==> src/rtl/store_buffer.sv <==
// Store buffer between EX/MEM and data memory: queues stores, forwards to loads.
// Ports: clk, rst (async low), req_* in, stall/ld_* out, memory address/wrtData/strobes, readData in.
module store_buffer #(
  parameter int DEPTH = 4
) (
  input  logic        clk,
  input  logic        rst,
  input  logic        req_valid,
  input  logic        req_write,
  input  logic [15:0] req_addr,
  input  logic [15:0] req_wdata,
  output logic        stall,
  output logic        ld_valid,
  output logic [15:0] ld_data,
  output logic        sb_empty,
  output logic [15:0] address,
  output logic [15:0] wrtData,
  output logic        MemRead,
  output logic        MemWrt,
  input  logic [15:0] readData
);

  localparam int AW = (DEPTH > 1) ? $clog2(DEPTH) : 1;
  localparam int CW = AW + 1;

  typedef logic [AW-1:0] ptr_t;
  typedef logic [CW-1:0] cnt_t;

  localparam cnt_t FULL = cnt_t'(DEPTH);

  logic [15:0] addr_q [DEPTH];
  logic [15:0] data_q [DEPTH];

  ptr_t head_q, head_d;
  ptr_t tail_q, tail_d;
  cnt_t count_q, count_d;

  logic        ldv_q, ldv_d;
  logic        hit_q;
  logic [15:0] fwd_q;
  logic [15:0] last_q;

  logic        is_st, is_ld;
  logic        full, nonempty;
  logic        hit, miss;
  logic [15:0] hit_data;
  logic        enq, deq;
  ptr_t        idx;

  assign is_st    = req_valid & req_write;
  assign is_ld    = req_valid & ~req_write;
  assign full     = (count_q == FULL);
  assign nonempty = (count_q != '0);
  assign sb_empty = ~nonempty;

  // Walk oldest to youngest so the last match wins.
  always_comb begin
    hit      = 1'b0;
    hit_data = '0;
    idx      = head_q;
    for (int i = 0; i < DEPTH; i++) begin
      idx = head_q + ptr_t'(i);
      if ((cnt_t'(i) < count_q) && (addr_q[idx] == req_addr)) begin
        hit      = 1'b1;
        hit_data = data_q[idx];
      end
    end
  end

  assign miss    = is_ld & ~hit;
  assign MemRead = miss & ~full;
  assign MemWrt  = nonempty & ~MemRead;
  assign stall   = full & (is_st | miss);
  assign enq     = is_st & ~full;
  assign deq     = MemWrt;
  assign ldv_d   = is_ld & ~stall;

  always_comb begin
    address = '0;
    wrtData = '0;
    if (nonempty) begin
      address = addr_q[head_q];
      wrtData = data_q[head_q];
    end
    if (MemRead) address = req_addr;
  end

  always_comb begin
    head_d  = head_q;
    tail_d  = tail_q;
    count_d = count_q;
    if (enq) tail_d = tail_q + ptr_t'(1);
    if (deq) head_d = head_q + ptr_t'(1);
    count_d = count_q + cnt_t'(enq) - cnt_t'(deq);
  end

  // Miss data arrives from memory the cycle after MemRead.
  assign ld_valid = ldv_q;
  assign ld_data  = ldv_q ? (hit_q ? fwd_q : readData) : last_q;

  always_ff @(posedge clk or negedge rst) begin
    if (!rst) begin
      head_q  <= '0;
      tail_q  <= '0;
      count_q <= '0;
      ldv_q   <= 1'b0;
      hit_q   <= 1'b0;
      fwd_q   <= '0;
      last_q  <= '0;
      for (int i = 0; i < DEPTH; i++) begin
        addr_q[i] <= '0;
        data_q[i] <= '0;
      end
    end else begin
      head_q  <= head_d;
      tail_q  <= tail_d;
      count_q <= count_d;
      ldv_q   <= ldv_d;
      hit_q   <= hit;
      if (ldv_d) fwd_q <= hit_data;
      if (ldv_q) last_q <= ld_data;
      if (enq) begin
        addr_q[tail_q] <= req_addr;
        data_q[tail_q] <= req_wdata;
      end
    end
  end

endmodule

==> config.mk <==
export PLATFORM = sky130hd
export DESIGN_NAME = store_buffer
export DESIGN_NICKNAME = d
export VERILOG_FILES = /design/src/rtl/store_buffer.sv
export SDC_FILE = /design/constraint.sdc
export NUM_CORES = 1
export LEC_CHECK = 0
export CORE_UTILIZATION = 63
export DETAILED_ROUTE_END_ITERATION = 12
export GPL_TIMING_DRIVEN = 0
export MAX_ROUTING_LAYER = met4
export PLACE_DENSITY = 0.87
export SLEW_MARGIN = 10
export SYNTH_ARGS = -nofsm -noshare
export SYNTH_HDL_FRONTEND = slang
export SYNTH_SLANG_ARGS = --single-unit
==> constraint.sdc <==
create_clock -name clk -period 15.78 [get_ports clk]
set_input_delay 4.734 -clock clk [delete_from_list [all_inputs] [get_ports clk]]
set_output_delay 4.734 -clock clk [all_outputs]
set_load 0.01 [all_outputs]
==> reports/summary.txt, run 1 <==
DR vias: 9330
initial DRC count: 1080
# port buffers: 94
max_cap viols: 0
Initial Util: 0.646
largest net degree at the start of global routing: 115
CTS H-tree depth: 4
flops & latches, synth: 169
fraction of layout cells with a size suffix above 1: 0.198
vias per inst: 6.66
Sequential Power Share: 0.266
Fin Setup TNS: 0 ns
ant diodes: 0
Boundary Pins: 105
CP Capture Point: address[12]
Setup-failing EPs final: 0
CP endpoint kind: output pin
Critical R2R Capture: count_q[2]
first-pass GRT wire length: 51.1 mm
Slew Limit Fails: 0
total grt overflow: 0
top_reg_cell synth: dfrtp_1
clock network power share: 0.143
WP data required: 11.05 ns
Global Route Usage Sum: 0.386
Resized Gates After CTS: 0
minimum hold slack: 0.508 ns
routed wire length: 33.3 mm
Yosys cell types: 61
final worst-path cycle share: 0.853
status: finished, final reports clean
Reg2Reg Setup Slack: 10.87 ns
switching share of power: 0.437
final hold vios: 0
Pre-Repair DR Iteration Count: 5
Sw Pwr: 1.30 mW
row count: 48
# nets final: 1224
Gate Count Post-Synth: 1049
WS Path Type: in2out
Arr. time, crit path: 8.73 ns
EDFF count, synth: 0
ys async rst share: 1.00
Tmin final: 13.46 ns
net count after synthesis: 1110
HPWL after DPL: 23.7 mm
largest stage delay on the critical path: 0.56 ns
Chip Height: 135 um
CP top delay family: buffers and inverters
Die X-Extent: 135 um
area grow syn2layout: 16.5%
Seq/Total Area, Yosys: 0.379
crit-path cells: clkdlybuf4s50_1, clkbuf_1, o22ai_1, a211oi_1, o221ai_1, or4_1, buf_2, nand2_1, nor2_4, inv_2, o31ai_4, inv_2, buf_6, a22o_1, clkdlybuf4s50_1
fmax: 74.3 MHz
syn_area_per_cell: 10.6 um2
Critical-path top delay cell: clkdlybuf4s50_1
register area: 4230 um2
clk_lat worst skew: 0.45 ns
actual slew at the worst max-slew pin: 1.02 ns
Internal Dissipation: 1.67 mW
Core ar.: 17300 um2
Multi-input gate area: 6400 um2
Mapped Area: 11200 um2
gp weighted congestion: 0.988
maximum VDD drop: 0.000147 V
Buf/Inv on CP: 7
RSZ-0062 raised after global routing: false
antenna viol nets, final: 0
Clock Pin Slew Worst Setup and Hold Paths: 0.07 ns
clock skew: 0.0161 ns
Leak: 5.55 nW
antenna violations before repair: 0
fillers: 1218
Setup Buffers After CTS: 0
synth warn: 0
CP startpoint: req_addr[1]
drt drc: 0
number of cells on the critical path: 15
Hold WC Path Type: reg2reg
CTS Buffer Depth: 2
wire length per cell: 23.8 um
CTS tree: done
Reg2Reg Depth: 16
Power Dens Cells: 229 nW/um2
critical path peak fanout: 11
hold buffers post-CTS: 0
slew margin rel.: 0.321
Logic pwr share: 0.591
clock sinks: 169
overall power: 2.98 mW
DIE AREA: 18300 um2
vias in the first global route: 9140
CTS buffer count: 17
R2R Path Start: head_q[0]
startpoint types: input pin
clock root buffer: clkbuf_16
[flip-flops by register name, indices dropped and copies added (netlist names)]
register and count:
addr_q 64, hit_q 1, ld_valid 1, head_q 2, fwd_q 16, data_q 64
tail_q 2, count_q 3, last_q 16
[worst reg2reg max path, cell delays in order (launching register included)]
cell and delay [ns]:
dfrtp_1 0.50, inv_2 0.30, buf_1 0.54, clkbuf_1 0.66
mux2i_2 0.44, nand4b_4 0.22, o21ai_4 0.13, nor2_4 0.17
inv_2 0.08, o31ai_4 0.39, inv_2 0.17, buf_6 0.19
ha_1 0.28, inv_1 0.04, ha_1 0.18, fa_1 0.37
xnor2_1 0.13
[worst min-delay path by stage]
| stage | depth (start not counted) | startpoint | end | slack (ns) |
|---|---|---|---|---|
| floorplan | 2 | fwd_q[0] | fwd_q[0] | 0.45 |
| global placement | 2 | fwd_q[13] | fwd_q[13] | 0.48 |
| detailed placement | 2 | fwd_q[13] | fwd_q[13] | 0.50 |
| CTS | 2 | fwd_q[15] | fwd_q[15] | 0.51 |
| global route | 2 | fwd_q[1] | fwd_q[1] | 0.53 |
| finish | 2 | fwd_q[15] | fwd_q[15] | 0.51 |
[synth_stat cells (4+ instances only)]
master | count | area [um2]
a221oi_1 | 13 | 114
nand2_1 | 67 | 251
and2_1 | 17 | 106
o22ai_1 | 7 | 43.8
nor3_1 | 24 | 120
inv_1 | 15 | 56.3
nand2b_1 | 8 | 50.1
buf_2 | 11 | 55.1
buf_6 | 9 | 101
o31ai_1 | 13 | 97.6
a21oi_1 | 52 | 260
dfrtp_1 | 169 | 4230
buf_1 | 10 | 37.5
nor2b_1 | 4 | 25.0
a211oi_1 | 22 | 165
a22o_1 | 14 | 123
nor2_1 | 60 | 225
mux2i_1 | 144 | 1440
a2bb2oi_1 | 14 | 123
mux2_2 | 132 | 1490
ha_1 | 8 | 100
xor2_1 | 20 | 175
mux4_2 | 14 | 315
o21ai_0 | 36 | 180
xnor2_1 | 51 | 447
clkbuf_1 | 45 | 169
nand3_1 | 6 | 30.0
buf_4 | 9 | 67.6
[layer usage]
layer  up-vias  track usage  share of wire
met2       564        0.562           0.45
met5         -            -              0
li1       4045            -              -
met4         0        0.125          0.026
met3        89       0.0868           0.10
met1      4632        0.533           0.42
[power by group through the flow]
stage / Sequential, mW / Combinational [mW] / Clock (mW)
after global placement: 0.772 / 1.67 / 0
after CTS: 0.784 / 1.72 / 0.426
final: 0.791 / 1.76 / 0.427
after floorplan: 0.732 / 1.18 / 0
after global routing: 0.814 / 1.85 / 0.444
after detailed placement: 0.787 / 1.70 / 0
[cell type report]
class | count | area share
plain buffers | 87 | 0.0366
clock buffers | 17 | 0.0327
clock inverters | 14 | 0.0120
repair buffers | 95 | 0.0748
inverters | 18 | 0.00519
well taps | 225 | 0.0216
multi-input cells | 775 | 0.492
flip-flops and latches | 169 | 0.325
[kinds of logic (layout without fill, tap and decap cells)]
kind of cell	Yosys count	count (layout)	share of synthesized area
buffers and inverters	105	231	0.0486
AO/OA/AOI/OAI	198	198	0.125
adder cells (fa/ha/maj)	9	9	0.0108
flip-flops	169	169	0.379
AND/OR/NAND/NOR	205	205	0.0880
XOR/XNOR	71	71	0.0557
multiplexers	292	292	0.293
[stage by stage]
step / std cells / setup slack, ns / util / cell area [um2]
after floorplan: 1049 / 4.04 / - / 11200
after global placement: 1368 / 2.39 / 0.716 / 12400
after detailed placement: 1369 / 2.45 / 0.718 / 12400
after CTS: 1400 / 2.42 / 0.752 / 13000
after global routing: 1400 / 2.27 / 0.752 / 13000
final: 1400 / 2.32 / 0.752 / 13000
[cells in the final DEF, fill, tap and decap left out, types with 20 or more instances in the layout]
| master | instances |
|---|---|
| dfrtp_1 | 169 |
| a21oi_1 | 52 |
| xnor2_1 | 51 |
| clkdlybuf4s50_1 | 93 |
| mux2i_1 | 144 |
| o21ai_0 | 36 |
| nor3_1 | 23 |
| mux2_2 | 132 |
| xor2_1 | 20 |
| clkbuf_1 | 45 |
| a211oi_1 | 22 |
| nor2_1 | 60 |
| nand2_1 | 67 |
Power figures use the tool's default switching activity.
==> inputs of run 2 (changes only) <==
Settings changed: CORE_UTILIZATION 63 to 65, CTS_BUF_LIST from default to sky130_fd_sc_hd__clkbuf_4 sky130_fd_sc_hd__clkbuf_8, PLACE_DENSITY 0.87 to 0.89.
==> run 2 against run 1 <==
Compared with the run above:
- sequential share of layout area is 0.49 points higher
- design area is 1.5% lower
- non-clock buffer count stayed put
- power is 4.1% lower
- combinational power hardly changed
- worst hold slack worse by 0.0086 ns
- clock-buffer cell count stayed put
- first-iteration DRC count is 3.0% higher
- sequential power is 0.9% higher
- clock power is 28% lower
- clock skew is 0.0055 ns higher
- register-to-register slack better by 0.06 ns
==> reports/summary.txt, run 2 (synthesis gave the netlist of run 1 again) <==
Reg2Reg Depth: 16 (unchanged)
Fin Setup TNS: 0 ns (unchanged)
area grow syn2layout: 14.8%
clock sinks: 169 (unchanged)
clock skew: 0.0215 ns (+0.00545 ns)
most common cell after layout, fill and taps aside: dfrtp_1
Hold Crit Endpoint: fwd_q[13]
Multi-input gate area: 6400 um2 (unchanged)
Power Dens Cells: 223 nW/um2 (-2.6%)
Slew Limit Fails: 0 (unchanged)
drt drc: 0 (unchanged)
HPWL after DPL: 24.0 mm (+1.1%)
hold buffers post-CTS: 0 (unchanged)
antenna violations before repair: 1 (+1)
actual slew at the worst max-slew pin: 0.946 ns (-0.0726 ns)
vias in the first global route: 9253 (+1.2%)
Worst Hold Path Cells: 2 (unchanged)
fmax: 73.6 MHz (-0.91%)
largest net degree at the start of global routing: 91 (-21%)
total grt overflow: 0 (unchanged)
fraction of layout cells with a size suffix above 1: 0.199 (+0.000682)
register area: 4230 um2 (unchanged)
# port buffers: 94 (unchanged)
Die X-Extent: 133 um (-1.5%)
most frequent cells in the layout: 169 x dfrtp_1, 144 x mux2i_1, 132 x mux2_2
slew margin rel.: 0.369 (+0.0484)
antenna viol nets, final: 0 (unchanged)
first-pass GRT wire length: 51.4 mm (+0.59%)
Setup Buffers After CTS: 0 (unchanged)
design area: 12800 um2 (-1.5%)
fillers: 1140 (-6.4%)
critical path peak fanout: 11 (unchanged)
Hold WC Path Type: reg2reg
overall power: 2.86 mW (-4.1%)
final hold vios: 0 (unchanged)
vias per inst: 6.69 (+0.44%)
DR vias: 9351 (+0.23%)
row count: 47 (-2.1%)
Tmin final: 13.59 ns (+0.124 ns)
gp weighted congestion: 0.975 (-1.4%)
CTS buffer count: 17 (unchanged)
clock root buffer: clkbuf_8
status: finished, final reports clean
Setup-failing EPs final: 0 (unchanged)
maximum VDD drop: 0.000126 V (-14%)
R2R Path Start: head_q[0]
initial DRC count: 1112 (+3.0%)
startpoint types: input pin
Initial Util: 0.669 (+0.0230)
Reg2Reg Setup Slack: 10.93 ns (+0.06 ns)
Boundary Pins: 105 (unchanged)
CTS H-tree depth: 4 (unchanged)
CTS Buffer Depth: 2 (unchanged)
clk_lat worst skew: 0.50 ns (+0.05 ns)
Pre-Repair DR Iteration Count: 5 (unchanged)
RSZ-0062 raised after global routing: false
Chip Height: 133 um (-1.5%)
# nets final: 1224 (unchanged)
Hold Startpoint: fwd_q[13]
Resized Gates After CTS: 0 (unchanged)
Critical R2R Capture: count_q[2]
wire length per cell: 23.7 um (-0.16%)
Leak: 5.47 nW (-1.5%)
WS Path Type: in2out
Core ar.: 16700 um2 (-3.4%)
DIE AREA: 17700 um2 (-3.0%)
CP endpoint kind: output pin
largest registers: addr_q x64, data_q x64
WP data required: 11.05 ns (about the same)
Arr. time, crit path: 8.85 ns (+0.12 ns)
max_cap viols: 0 (unchanged)
routed wire length: 33.1 mm (-0.38%)
Global Route Usage Sum: 0.398 (+0.0121)
final worst-path cycle share: 0.861 (+0.00785)
CTS tree: done
Clock Pin Slew Worst Setup and Hold Paths: 0.09 ns (+0.02 ns)
dpl cell area: 12400 um2 (about the same)
==> run 2: worst max-delay path: stages <==
cell	delay [ns]
clkdlybuf4s50_1	0.54
clkbuf_1	0.52
o22ai_1	0.22
a211oi_1	0.43
o221ai_1	0.19
or4_1	0.49
buf_2	0.24
nand2_1	0.14
nor2_4	0.05
inv_2	0.12
o31ai_4	0.13
inv_2	0.17
buf_6	0.18
a22o_1	0.15
clkdlybuf4s50_1	0.56
==> run 2: power breakdown <==
group	switching [mW]	internal [mW]	leakage [nW]	total (mW)
clock	0.188	0.118	0.197	0.306
combinational	0.922	0.829	3.22	1.75
sequential	0.178	0.620	2.06	0.798
==> run 2: final cells by class <==
type	count	share of cell area
Tap cell	220	0.0215
Inverter	18	0.00527
Buffer	87	0.0371
Sequential cell	169	0.330
Antenna cell	1	0.000195
Clock inverter	15	0.0124
Clock buffer	17	0.0183
Multi-Input combinational cell	775	0.499
Timing Repair Buffer	95	0.0760
==> run 2: metal layers <==
| metal | GRT usage | vias to the layer above | part of all wire |
|---|---|---|---|
| met5 | - | - | 0 |
| met4 | 0.149 | 0 | 0.029 |
| met3 | 0.0920 | 106 | 0.10 |
| met2 | 0.568 | 588 | 0.45 |
| met1 | 0.550 | 4593 | 0.42 |
| li1 | - | 4064 | - |
==> run 2: per-stage QoR <==
step | cells | util | worst slack, ns | hold WS, ns
5_1_grt | 1397 | 0.767 | 2.13 | 0.530
3_5_place_dp | 1364 | 0.744 | 2.35 | 0.473
3_3_place_gp | 1363 | 0.741 | 2.39 | 0.473
4_1_cts | 1396 | 0.767 | 2.34 | 0.496
2_1_floorplan | 1049 | - | 4.04 | 0.448
6_report | 1397 | 0.767 | 2.19 | 0.500
==> run 2: worst max-delay path by stage <==
| stage | start | end | slack (ns) |
|---|---|---|---|
| floorplan | req_addr[15] | address[10] | 4.04 |
| global placement | req_addr[1] | address[13] | 2.39 |
| detailed placement | req_addr[1] | address[10] | 2.35 |
| CTS | req_addr[1] | address[10] | 2.34 |
| global route | req_addr[1] | address[10] | 2.13 |
| finish | req_addr[1] | address[10] | 2.19 |
==> inputs of run 3 (changes only) <==
Settings changed: CORE_MARGIN from default to 2, CORE_UTILIZATION 65 to 60, PLACE_DENSITY 0.89 to 0.83.
Clock period 15.78 ns to 14.5 ns, I/O delays scaled along.
==> run 3 against run 2 <==
Compared with the run above:
- core utilization decreased by 5.8 points
- critical endpoint is now address[6]
- highest routed layer unchanged
- worst hold slack got worse by 0.0032 ns
- power increased by 9.6%
- die area increased by 11%
- sequential power increased by 8.3%
- register-to-register slack got worse by 1.5 ns
- via count decreased by 1.5%
- first-iteration DRC count decreased by 15%
- clock-buffer cell count increased by 1
==> reports/summary.txt, run 3 (synthesis gave the netlist of run 1 again) <==
Sequential Power Share: 0.276 (-0.004)
Pre-Repair DR Iteration Count: 5 (unchanged)
Boundary Pins: 105 (unchanged)
Setup-failing EPs final: 0 (unchanged)
wire length per cell: 23.9 um (+0.68%)
status: finished, final reports clean
drt drc: 0 (unchanged)
critical path peak fanout: 11 (unchanged)
antenna violations before repair: 1 (unchanged)
DIE AREA: 19700 um2 (+11%)
clk_lat worst skew: 0.49 ns (about the same)
vias in the first global route: 8969 (-3.1%)
utilization after layout: 0.710 (-0.0575)
most common cell after layout, fill and taps aside: dfrtp_1
Chip Height: 140 um (+5.5%)
largest net degree at the start of global routing: 115 (+26%)
final worst-path cycle share: 0.884
fmax: 78.0 MHz
RSZ-0062 raised after global routing: false
dpl cell area: 12400 um2 (about the same)
Slew Limit Fails: 0 (unchanged)
final hold vios: 0 (unchanged)
crit-path cells: clkdlybuf4s50_1, clkbuf_1, o22ai_1, a211oi_1, o221ai_1, or4_1, buf_2, nand2_1, nor2_4, inv_2, o31ai_4, inv_2, buf_6, a22o_1, clkdlybuf4s50_1
DR vias: 9208 (-1.5%)
CP endpoint kind: output pin
Worst Hold Path Cells: 2 (unchanged)
antenna viol nets, final: 0 (unchanged)
# port buffers: 94 (unchanged)
gp weighted congestion: 0.994 (+2.0%)
Initial Util: 0.617 (-0.0512)
CTS buffer count: 17 (unchanged)
Hold Startpoint: fwd_q[15]
Core ar.: 18100 um2 (+8.3%)
clock network power share: 0.113 (+0.006)
startpoint types: input pin
Leak: 5.47 nW (about the same)
Power Dens Cells: 244 nW/um2 (+9.4%)
total grt overflow: 0 (unchanged)
pre-CTS worst setup slack: 1.87 ns (-0.486 ns)
clock root buffer: clkbuf_8
R2R Path Start: head_q[0]
overall power: 3.13 mW (+9.6%)
first-pass GRT wire length: 51.8 mm (+0.75%)
CTS tree: done
WS Path Type: in2out
Tmin final: 12.82 ns
Fin Setup TNS: 0 ns (unchanged)
HPWL after DPL: 24.1 mm (+0.52%)
Clock Pin Slew Worst Setup and Hold Paths: 0.10 ns (about the same)
largest stage delay on the critical path: 0.56 ns (about the same)
actual slew at the worst max-slew pin: 0.957 ns (+0.0103 ns)
Critical-path top delay cell: clkdlybuf4s50_1
row count: 49 (+4.3%)
clock skew: 0.0180 ns (-0.00352 ns)
vias per inst: 6.55 (-2.2%)
initial DRC count: 943 (-15%)
Hold WC Path Type: reg2reg
maximum VDD drop: 0.000120 V (-4.4%)
CTS H-tree depth: 4 (unchanged)
CTS Buffer Depth: 2 (unchanged)
fraction of layout cells with a size suffix above 1: 0.199 (unchanged)
Internal Dissipation: 1.73 mW (+10%)
# nets final: 1224 (unchanged)
Arr. time, crit path: 8.47 ns (-0.38 ns)
design area: 12800 um2 (+0.18%)
Sw Pwr: 1.40 mW (+9.1%)
most frequent cells in the layout: 169 x dfrtp_1, 144 x mux2i_1, 132 x mux2_2
Resized Gates After CTS: 0 (unchanged)
largest registers: addr_q x64, data_q x64
WP data required: 10.15 ns (-0.90 ns)
setup ws final: 1.68 ns (-0.512 ns)
Global Route Usage Sum: 0.354 (-0.0432)
CP startpoint: req_addr[1]
Logic pwr share: 0.611 (-0.002)
max_cap viols: 0 (unchanged)
routed wire length: 33.6 mm (+1.3%)
slew margin rel.: 0.362 (-0.00686)
clock sinks: 169 (unchanged)
hold buffers post-CTS: 0 (unchanged)
Setup Buffers After CTS: 0 (unchanged)
Die X-Extent: 140 um (+5.5%)
Reg2Reg Depth: 16 (unchanged)
switching share of power: 0.449 (-0.00219)
area grow syn2layout: 15.0%
run 3: cell count changes in the layout (fill, tap and decap cells not counted):
cell | before | now
clkinv_8 | 3 | 1
clkinv_4 | 3 | 2
inv_8 | 4 | 3
clkinv_2 | 1 | 0
clkbuf_8 | 17 | 18
bufinv_16 | 0 | 1
inv_6 | 3 | 5
clkinvlp_4 | 1 | 2
run 3: layer usage:
metal / share of wire / up-vias / track usage
met1: 0.44 / 4620 / 0.501
met2: 0.45 / 451 / 0.517
met4: 0.029 / 0 / 0.113
met3: 0.085 / 80 / 0.0697
met5: 0 / - / -
li1: - / 4057 / -
run 3: path summary, 6_finish.rpt:
kind,to,slack (ns)
min,fwd_q[15],0.50
min reg2reg,fwd_q[15],0.50
max in group asynchronous,last_q[2],9.82
max reg2reg,count_q[2],9.39
max,address[6],1.68
min in group asynchronous,addr_q[52],3.76
run 3: metrics by stage:
step	hold slack, ns	instances
after floorplan	0.448	1049
after global placement	0.469	1372
after detailed placement	0.480	1373
after CTS	0.501	1405
after global routing	0.531	1406
final	0.496	1406
run 3: critical path, delay by kind of cell:
| family | cells | cell delay (ns) |
|---|---|---|
| AOI/OAI and AO/OA | 5 | 1.15 |
| and+or+nand+nor | 3 | 0.67 |
| buffers and inverters | 7 | 2.30 |
run 3: area by class of cell:
cell class,instances,area [um2]
clock inverters,14,156
diodes,1,2.50
flip-flops and latches,169,4230
clock buffers,18,248
fillers,1370,5250
multi-input cells,775,6400
well taps,229,287
repair buffers,95,973
plain buffers,87,475
inverters,18,67.6
run 3: power groups by stage:
stage | clock (mW) | combinational (mW) | sequential (mW)
floorplan | 0 | 1.29 | 0.796
global placement | 0 | 1.83 | 0.840
detailed placement | 0 | 1.86 | 0.860
CTS | 0.353 | 1.87 | 0.854
global route | 0.371 | 2.02 | 0.887
finish | 0.354 | 1.91 | 0.864
